--- src/rtl/parity_serial_rx_pkg.sv ---
// Shared definitions for the XOR-parity serial link: FSM encodings and default frame geometry.
package parity_serial_rx_pkg;

    localparam int unsigned DEFAULT_DATA_BITS  = 8;
    localparam int unsigned DEFAULT_OVERSAMPLE = 16;

    typedef enum logic [2:0] {
        ST_IDLE      = 3'd0,
        ST_START     = 3'd1,
        ST_DATA      = 3'd2,
        ST_PARITY    = 3'd3,
        ST_STOP      = 3'd4,
        ST_WAIT_IDLE = 3'd5
    } rx_state_e;

endpackage

--- src/rtl/parity_serial_rx_accum.sv ---
// Clear/enable running-XOR parity accumulator, shared between the link's receiver and transmitter.
module parity_accum (
    input  logic clk,
    input  logic rst_n,
    input  logic clr,
    input  logic en,
    input  logic d,
    output logic acc
);

    always_ff @(posedge clk or negedge rst_n) begin
        if (!rst_n) begin
            acc <= 1'b0;
        end else if (clr) begin
            acc <= 1'b0;
        end else if (en) begin
            acc <= acc ^ d;
        end
    end

endmodule

--- src/rtl/parity_serial_rx.sv ---
// XOR-parity serial receiver: oversampled start/data/parity/stop framing into a valid/ready word
// with parity, framing and overrun reporting.
module parity_serial_rx
    import parity_serial_rx_pkg::*;
#(
    parameter int unsigned DATA_BITS  = DEFAULT_DATA_BITS,
    parameter int unsigned OVERSAMPLE = DEFAULT_OVERSAMPLE,
    parameter bit          PARITY_ODD = 1'b0
) (
    input  logic                 clk,
    input  logic                 rst_n,
    input  logic                 sample_tick,
    input  logic                 rx,
    output logic [DATA_BITS-1:0] out_data,
    output logic                 out_valid,
    input  logic                 out_ready,
    output logic                 out_parity_err,
    output logic                 out_frame_err,
    output logic                 overrun,
    output logic                 busy
);

    localparam int unsigned TICK_W = $clog2(OVERSAMPLE);
    localparam int unsigned BIT_W  = $clog2(DATA_BITS + 1);

    rx_state_e state, state_next;

    logic [1:0]           sync_q;
    logic                 rx_s;
    logic [TICK_W-1:0]    tick_cnt;
    logic [BIT_W-1:0]     bit_cnt;
    logic [DATA_BITS-1:0] shreg;
    logic                 acc;
    logic                 perr_q;
    logic                 ferr_q;
    logic                 done_q;

    logic tick_half_c, tick_full_c, bit_last_c;
    logic tick_clr_c, tick_inc_c, bit_clr_c, bit_inc_c;
    logic shift_en_c, acc_clr_c, par_sample_c, stop_sample_c;

    // Two-flop synchroniser, idles high so reset does not look like a start bit
    always_ff @(posedge clk or negedge rst_n) begin
        if (!rst_n) begin
            sync_q <= 2'b11;
        end else begin
            sync_q <= {sync_q[0], rx};
        end
    end

    assign rx_s = sync_q[1];

    assign tick_half_c = (tick_cnt == TICK_W'(OVERSAMPLE / 2 - 1));
    assign tick_full_c = (tick_cnt == TICK_W'(OVERSAMPLE - 1));
    assign bit_last_c  = (bit_cnt == BIT_W'(DATA_BITS - 1));

    always_ff @(posedge clk or negedge rst_n) begin
        if (!rst_n) begin
            state <= ST_IDLE;
        end else begin
            state <= state_next;
        end
    end

    always_comb begin
        state_next = state;
        if (sample_tick) begin
            case (state)
                ST_IDLE:      if (!rx_s) state_next = ST_START;
                ST_START:     if (tick_half_c) state_next = rx_s ? ST_IDLE : ST_DATA;
                ST_DATA:      if (tick_full_c && bit_last_c) state_next = ST_PARITY;
                ST_PARITY:    if (tick_full_c) state_next = ST_STOP;
                ST_STOP:      if (tick_full_c) state_next = rx_s ? ST_IDLE : ST_WAIT_IDLE;
                ST_WAIT_IDLE: if (rx_s) state_next = ST_IDLE;
                default:      state_next = ST_IDLE;
            endcase
        end
    end

    // Datapath strobes; every sample point also restarts the tick counter
    always_comb begin
        tick_clr_c    = 1'b0;
        tick_inc_c    = 1'b0;
        bit_clr_c     = 1'b0;
        bit_inc_c     = 1'b0;
        shift_en_c    = 1'b0;
        acc_clr_c     = 1'b0;
        par_sample_c  = 1'b0;
        stop_sample_c = 1'b0;
        if (sample_tick) begin
            case (state)
                ST_IDLE: begin
                    if (!rx_s) tick_clr_c = 1'b1;
                end
                ST_START: begin
                    if (tick_half_c) begin
                        tick_clr_c = 1'b1;
                        bit_clr_c  = 1'b1;
                        acc_clr_c  = 1'b1;
                    end else begin
                        tick_inc_c = 1'b1;
                    end
                end
                ST_DATA: begin
                    if (tick_full_c) begin
                        tick_clr_c = 1'b1;
                        shift_en_c = 1'b1;
                        bit_inc_c  = 1'b1;
                    end else begin
                        tick_inc_c = 1'b1;
                    end
                end
                ST_PARITY: begin
                    if (tick_full_c) begin
                        tick_clr_c   = 1'b1;
                        par_sample_c = 1'b1;
                    end else begin
                        tick_inc_c = 1'b1;
                    end
                end
                ST_STOP: begin
                    if (tick_full_c) begin
                        tick_clr_c    = 1'b1;
                        stop_sample_c = 1'b1;
                    end else begin
                        tick_inc_c = 1'b1;
                    end
                end
                default: begin
                end
            endcase
        end
    end

    always_ff @(posedge clk or negedge rst_n) begin
        if (!rst_n) begin
            tick_cnt <= '0;
            bit_cnt  <= '0;
            shreg    <= '0;
            perr_q   <= 1'b0;
            ferr_q   <= 1'b0;
            done_q   <= 1'b0;
        end else begin
            if (tick_clr_c) begin
                tick_cnt <= '0;
            end else if (tick_inc_c) begin
                tick_cnt <= tick_cnt + TICK_W'(1);
            end
            if (bit_clr_c) begin
                bit_cnt <= '0;
            end else if (bit_inc_c) begin
                bit_cnt <= bit_cnt + BIT_W'(1);
            end
            if (shift_en_c) begin
                shreg <= {rx_s, shreg[DATA_BITS-1:1]};
            end
            if (par_sample_c) begin
                perr_q <= acc ^ rx_s ^ PARITY_ODD;
            end
            if (stop_sample_c) begin
                ferr_q <= ~rx_s;
            end
            done_q <= stop_sample_c;
        end
    end

    parity_accum u_accum (
        .clk   (clk),
        .rst_n (rst_n),
        .clr   (acc_clr_c),
        .en    (shift_en_c),
        .d     (rx_s),
        .acc   (acc)
    );

    // Output word register: a completed frame loads unless an unaccepted word is still held
    always_ff @(posedge clk or negedge rst_n) begin
        if (!rst_n) begin
            out_data       <= '0;
            out_valid      <= 1'b0;
            out_parity_err <= 1'b0;
            out_frame_err  <= 1'b0;
            overrun        <= 1'b0;
            busy           <= 1'b0;
        end else begin
            busy    <= (state_next != ST_IDLE);
            overrun <= 1'b0;
            if (done_q && (!out_valid || out_ready)) begin
                out_data       <= shreg;
                out_parity_err <= perr_q;
                out_frame_err  <= ferr_q;
                out_valid      <= 1'b1;
            end else begin
                if (done_q) begin
                    overrun <= 1'b1;
                end
                if (out_valid && out_ready) begin
                    out_valid      <= 1'b0;
                    out_parity_err <= 1'b0;
                    out_frame_err  <= 1'b0;
                end
            end
        end
    end

endmodule

--- config.mk ---
export PLATFORM = sky130hd
export DESIGN_NAME = parity_serial_rx
export DESIGN_NICKNAME = d
export VERILOG_FILES = /design/src/rtl/parity_serial_rx_pkg.sv /design/src/rtl/parity_serial_rx_accum.sv /design/src/rtl/parity_serial_rx.sv
export SDC_FILE = /design/constraint.sdc
export NUM_CORES = 1
export LEC_CHECK = 0
export CAP_MARGIN = 10
export CORE_MARGIN = 5
export CORE_UTILIZATION = 40
export DETAILED_ROUTE_END_ITERATION = 8
export PLACE_DENSITY_LB_ADDON = 0.12
export SYNTH_ARGS = -nofsm -noshare
export SYNTH_HDL_FRONTEND = slang
export SYNTH_HIERARCHICAL = 1
export SYNTH_SLANG_ARGS = --single-unit
--- constraint.sdc ---
create_clock -name clk -period 2 [get_ports clk]
set_clock_uncertainty 0.2 [all_clocks]
set_input_delay 0.6 -clock clk [delete_from_list [all_inputs] [get_ports clk]]
set_output_delay 0.6 -clock clk [all_outputs]
set_load 0.01 [all_outputs]
## Word-level counts from Yosys, hierarchy flattened

Cells that the tools add are included.

- Order comparisons: 0
- Bitwise logic cells: 2
- Shift operators: 0
- Multiply operators: 0
- Reductions and logical operators: 11
- Equal/unequal tests: 8
- $add $sub $neg: 2
- Mux-type cells: 39
- Div/mod/pow operators: 0

Operators with widths:

| cell | count |
|---|---|
| 2-to-1 mux 3 bit | 8 |
| 2-to-1 mux 1 bit | 23 |
| case mux 3 bit (6 select lines) | 1 |
| 2-to-1 mux 4 bit | 4 |
| adder 4 x 1 -> 4 bit, second input constant | 2 |
| == test 4 x 3 -> 1 bit, second input constant | 2 |
| == test 3 x 2 -> 1 bit, second input constant | 2 |
| == test 3 bit, second input constant | 2 |
| nonzero test 2 bit | 3 |
| == test 4 bit, second input constant | 1 |
| == test 3 x 1 -> 1 bit, second input constant | 1 |
| logical AND 1 bit | 3 |
| logical NOT 3 bit | 1 |
| case mux 1 bit (3 select lines) | 1 |
| nonzero test 3 bit | 1 |
| OR reduction 3 bit | 1 |
| 2-to-1 mux 2 bit | 1 |
| case mux 1 bit (2 select lines) | 1 |
| logical NOT 1 bit | 1 |
| logical OR 1 bit | 1 |
| NOT 1 bit | 1 |
| bitwise XOR 1 bit | 1 |

- Output and inout port bits: 13
- Memories: 0
- Bits in writable memories: 0
- Logic and storage cells: 77
- Register bits after elaboration: 38
- Input port bits: 5
- Bits in read-only memories: 0
- Bits in latches: 0

## Depth between registers and ports, before layout

- Depth after elaboration: 6
- Mapped depth: 7
- Mapped depth without buffers: 7

## Cells and area by module

Netlist, hierarchy kept.

By module, submodules not included:

| module | cells each | area each (um^2) | instances | sequential area each (um^2) |
|---|---|---|---|---|
| parity_serial_rx | 166 | 1848.0 | 1 | 928.4 |
| parity_accum | 4 | 51.3 | 1 | 25.0 |

## Least setup slack after synthesis

OpenSTA, ideal clock, no wires.

- Path kind: reg2reg
- Start: reg tick_cnt[0]
- End: reg tick_cnt[3]
- Arrival time: 1.785 ns
- Path slack: -0.106 ns
- Cell stages (with the launch flop): 7
- Buffers on the path: 1
- Period minus slack after synthesis: 2.106 ns
- Required time: 1.679 ns
- Library setup time: 0.121 ns
- Cell sequence: dfrtp_1 ha_1 and3_4 or3b_1 buf_2 a211o_1 and4b_1

- Longest elaborated chain between the ends: 5
- Elaborated cells on any way between the ends: 14
- Those cells by class: add/sub: 1; eq/ne: 2; mux: 10; reduce/logical: 1

RTL lines:

| what | RTL line | text |
|---|---|---|
| start: declaration | parity_serial_rx.sv:30 | `logic [TICK_W-1:0] tick_cnt;` |
| start signal: assignment | parity_serial_rx.sv:147 | `tick_cnt <= tick_cnt + TICK_W'(1);` |
| == test 4 bit / == test 4 x 3 -> 1 bit (equally long branches) | parity_serial_rx.sv:54, parity_serial_rx.sv:53 |  |
| 2-to-1 mux 1 bit, on equally long branches | -- |  |
| case mux 1 bit (3 select lines) / case mux 1 bit (2 select lines) (equally long branches) | parity_serial_rx.sv:91 | `case (state)` |
| 2-to-1 mux 1 bit | parity_serial_rx.sv:90 | `if (sample_tick) begin` |
| 2-to-1 mux 4 bit / nonzero test 2 bit (equally long branches) | -- |  |

Parallel ways exist; a longest one is shown, timed or not. The select of a mux whose other input is x is not followed.
A chain may end at the register's enable or synchronous reset.

## Worst setup path after layout

- Start: reg tick_cnt[1]
- End: reg tick_cnt[3]

The elaborated chain is that of the path after synthesis.

==> results.toml <==
[outcome]
status = "completed"

[grt]
antenna_found_initial = 0
maximum_number_of_pins_on_one_net_before_global_route_repair = 39
gr-total-overflow = 0
globalRouteTotalUtil_pct = 13.1
number_of_global_route_vias_before_repair = 1344
first_pass_grt_wire_length_microns = 6350

[final_layout]
insertedDiodeCount = 0
nets = 213
final_area_sq_um = 2380
layout_common_cells = "36 x sky130_fd_sc_hd__dfrtp_1, 21 x sky130_fd_sc_hd__buf_4, 18 x sky130_fd_sc_hd__mux2_2"
area_growth_pct = 25.2
share_of_layout_cells_above_drive_strength_1_pct = 30.4
layout.cells.most_common = "sky130_fd_sc_hd__dfrtp_1"
fillCellCount = 425

[synth]
number_of_nets_produced_by_synthesis = 177
synthesis_warning_total = 6
synth-edff-count = 0
synthCells = 170
async_flop_share_pct = 100
summed_instance_area_of_the_synthesized_netlist_sq_um = 1900
post_synth.cell_area_avg_sq_um = 11.2
synth_seq_area_share_pct = 50.2
ys_dominant_reg_cell = "sky130_fd_sc_hd__dfrtp_1"
synthDistinctLibCells = 48
ys_seq_elements = 38

[cts]
tritoncts_clock_tree = "done"
cts_sinks = 38
cts.reportedPaths.clkPinSlew_ns = 0.08
cts_max_path_buffers = 2
cts_htree_levels = 2
clock-root-buffer = "sky130_fd_sc_hd__clkbuf_8"
cts-buffers-inserted = 5
clkLatencyLatePin_ns = 0.29

[routing]
totalWireLength_microns = 3700
detail_route.vias_per_cell = 5.28
drtIter0Drc = 54
drt-pass1-iter-count = 4
drcViolationCount = 0
route.antenna.remaining_nets = 0
final_routed_wire_length_divided_by_cell_count_microns = 14.2
num_vias = 1377

[placement]
finalWeightedCongestion = 0.836
detailedPlace.worstSlack_ns = -0.370
hpwl_microns = 2720
placed_area_sq_um = 2270
port-buffer-count = 17

[power_and_ir_drop]
power-per-cell-area_nw_per_um2 = 852
p_leak_uw = 0.00117
vdd.ir_drop.worst_mv = 0.502

[sta]
layout_setup_ws_ns = 0.0470
final-setup-viol-count = 0
slew_violations = 0
final_cycle_share_pct = 97.7
report.final.hold_viol_count = 0
period_needed_ns = 1.95
max_slew.worst_pin.slew_ns = 0.329
fmax_mhz = 512
slew-limit-headroom_pct = 77.8
grt_setup_unrepaired = "no"

[die]
design.portCount = 18
die_width_microns = 78.9
fp.dieH_microns = 78.9
placeableCoreArea_sq_um = 4660
initial_core_util_pct = 40.8
dieArea_sq_um = 6230
placementRows = 25

[worst_setup_path]
critPathKind = "register to register"
end_kind = "register"
reg2reg_depth = 5
reg2reg_to = "tick_cnt[3]$_DFFE_PN0P_"
worstPathCellList = "ha_4, and3_4, or3b_4, a211o_1, and4b_1"
timing.reg2reg.setup_slack_ns = 0.05
cp_launch_type = "register"
cp_slowest_cell = "sky130_fd_sc_hd__dfrtp_1"
worst_ep_arrival_time_ns = 1.93
cp_data_required_time_ns = 1.98
critPathMaxStageDelay_ns = 0.42
path_max_fanout = 6
launch_instance_of_the_worst_register_to_register_path = "tick_cnt[1]$_DFFE_PN0P_"

[worst_hold_path]
worst_hold_class = "primary input to async pin"

[run]
max_cap_violations = 0
cells in the mapped netlist, types with 2 or more instances:
cell	count	share of area, %
sky130_fd_sc_hd__dfrtp_1	36	47
sky130_fd_sc_hd__mux2_2	18	11
sky130_fd_sc_hd__nand2_1	9	1.8
sky130_fd_sc_hd__nor2_1	9	1.8
sky130_fd_sc_hd__a21oi_1	6	1.6
sky130_fd_sc_hd__clkbuf_1	6	1.2
sky130_fd_sc_hd__nand3_1	6	1.6
sky130_fd_sc_hd__o21ai_0	6	1.6
sky130_fd_sc_hd__nand4_1	5	1.6
sky130_fd_sc_hd__nor3_1	5	1.3
sky130_fd_sc_hd__xor2_1	5	2.3
sky130_fd_sc_hd__a22o_1	4	1.8
sky130_fd_sc_hd__nor2b_1	4	1.3
sky130_fd_sc_hd__inv_1	3	0.59
sky130_fd_sc_hd__mux2i_1	3	1.6
sky130_fd_sc_hd__nand2b_1	3	0.99
sky130_fd_sc_hd__nor3b_1	3	1.2
sky130_fd_sc_hd__a32oi_1	2	0.92
sky130_fd_sc_hd__and4b_1	2	1.1
sky130_fd_sc_hd__buf_2	2	0.53
sky130_fd_sc_hd__buf_6	2	1.2
sky130_fd_sc_hd__dfstp_2	2	2.8
sky130_fd_sc_hd__ha_1	2	1.3
sky130_fd_sc_hd__nand4b_1	2	0.92
sky130_fd_sc_hd__or2_2	2	0.66
worst max-delay path: cells and delay by family (launching register included):
kind,cells,cell delay [ns]
adders and majority gates,1,0.20
DFF,1,0.42
AOI/OAI and AO/OA,1,0.29
and+or+nand+nor,3,0.74
cells by family (layout without fill, tap and decap cells):
kind of cell | count (synthesis) | after routing | synth area share, %
AND/OR/NAND/NOR | 59 | 59 | 18.4
buffers and inverters | 14 | 51 | 3.69
flip-flops | 38 | 38 | 50.2
adder cells (fa/ha/maj) | 2 | 2 | 1.32
multiplexers | 21 | 21 | 12.3
AO/OA/AOI/OAI | 31 | 31 | 11.9
XOR/XNOR | 5 | 5 | 2.31
area by class of cell:
type | count | area (sq um) | area share, %
multi-input combinational | 118 | 891 | 37.5
clock buffer | 6 | 82.6 | 3.47
clock inverter | 2 | 12.5 | 0.526
inverter | 3 | 11.3 | 0.473
sequential | 38 | 953 | 40.1
tap | 54 | 67.6 | 2.84
timing repair buffer | 40 | 360 | 15.1
through the flow:
stage	cells	TNS, ns	hold slack [ns]	utilization [%]	total power, uW
5_1_grt	261	0	0.0763	51.0	2170
2_1_floorplan	170	0	0.104	-	1300
3_5_place_dp	251	-6.80	0.153	48.7	1470
3_3_place_gp	251	-6.06	0.146	48.7	1450
4_1_cts	260	0	0.0731	50.7	2040
6_report	261	0	0.0661	51.0	2030
metal layers:
layer	share of wire [%]	routed length, microns	up-vias	global-route usage (%)
li1	-	-	688	-
met1	49	1810	672	17.6
met2	47	1740	13	20.2
met3	2.7	99	4	3.85
met4	1.1	42	0	4.64
met5	0	0	-	0
state kept, by name, indices dropped and copies added, names as in the netlist, 2 cells and up:
register  cells
out_data      8
bit_cnt       4
state         3
sync_q        2
shreg         8
tick_cnt      4
worst max-delay path by stage:
stage | startpoint | to | slack, ns | depth (start not counted)
final | tick_cnt[1]$_DFFE_PN0P_ | tick_cnt[3]$_DFFE_PN0P_ | 0.05 | 5
after global routing | tick_cnt[0]$_DFFE_PN0P_ | tick_cnt[3]$_DFFE_PN0P_ | 0.002 | 5
after detailed placement | sample_tick | tick_cnt[0]$_DFFE_PN0P_ | -0.37 | 7
after global placement | sample_tick | tick_cnt[3]$_DFFE_PN0P_ | -0.30 | 4
after CTS | tick_cnt[1]$_DFFE_PN0P_ | tick_cnt[0]$_DFFE_PN0P_ | 0.002 | 6
after floorplan | tick_cnt[0]$_DFFE_PN0P_ | tick_cnt[3]$_DFFE_PN0P_ | 0.006 | 6
power breakdown:
| group | internal [uW] | total (uW) | switching [uW] | leakage (uW) |
|---|---|---|---|---|
| clock network | 277 | 544 | 267 | 0.0000472 |
| logic | 284 | 547 | 263 | 0.000634 |
| registers | 832 | 936 | 104 | 0.000492 |
| total | 1390 | 2030 | 634 | 0.00117 |
repair_timing:
item / in CTS / in global routing
hold buffers: 0 / 0
endpoints found under the setup margin: 15 / 6
setup buffers: 1 / 1
pin swaps: 0 / 1
resized for setup: 8 / 4
Note: power is estimated with default switching activity, not from simulation.
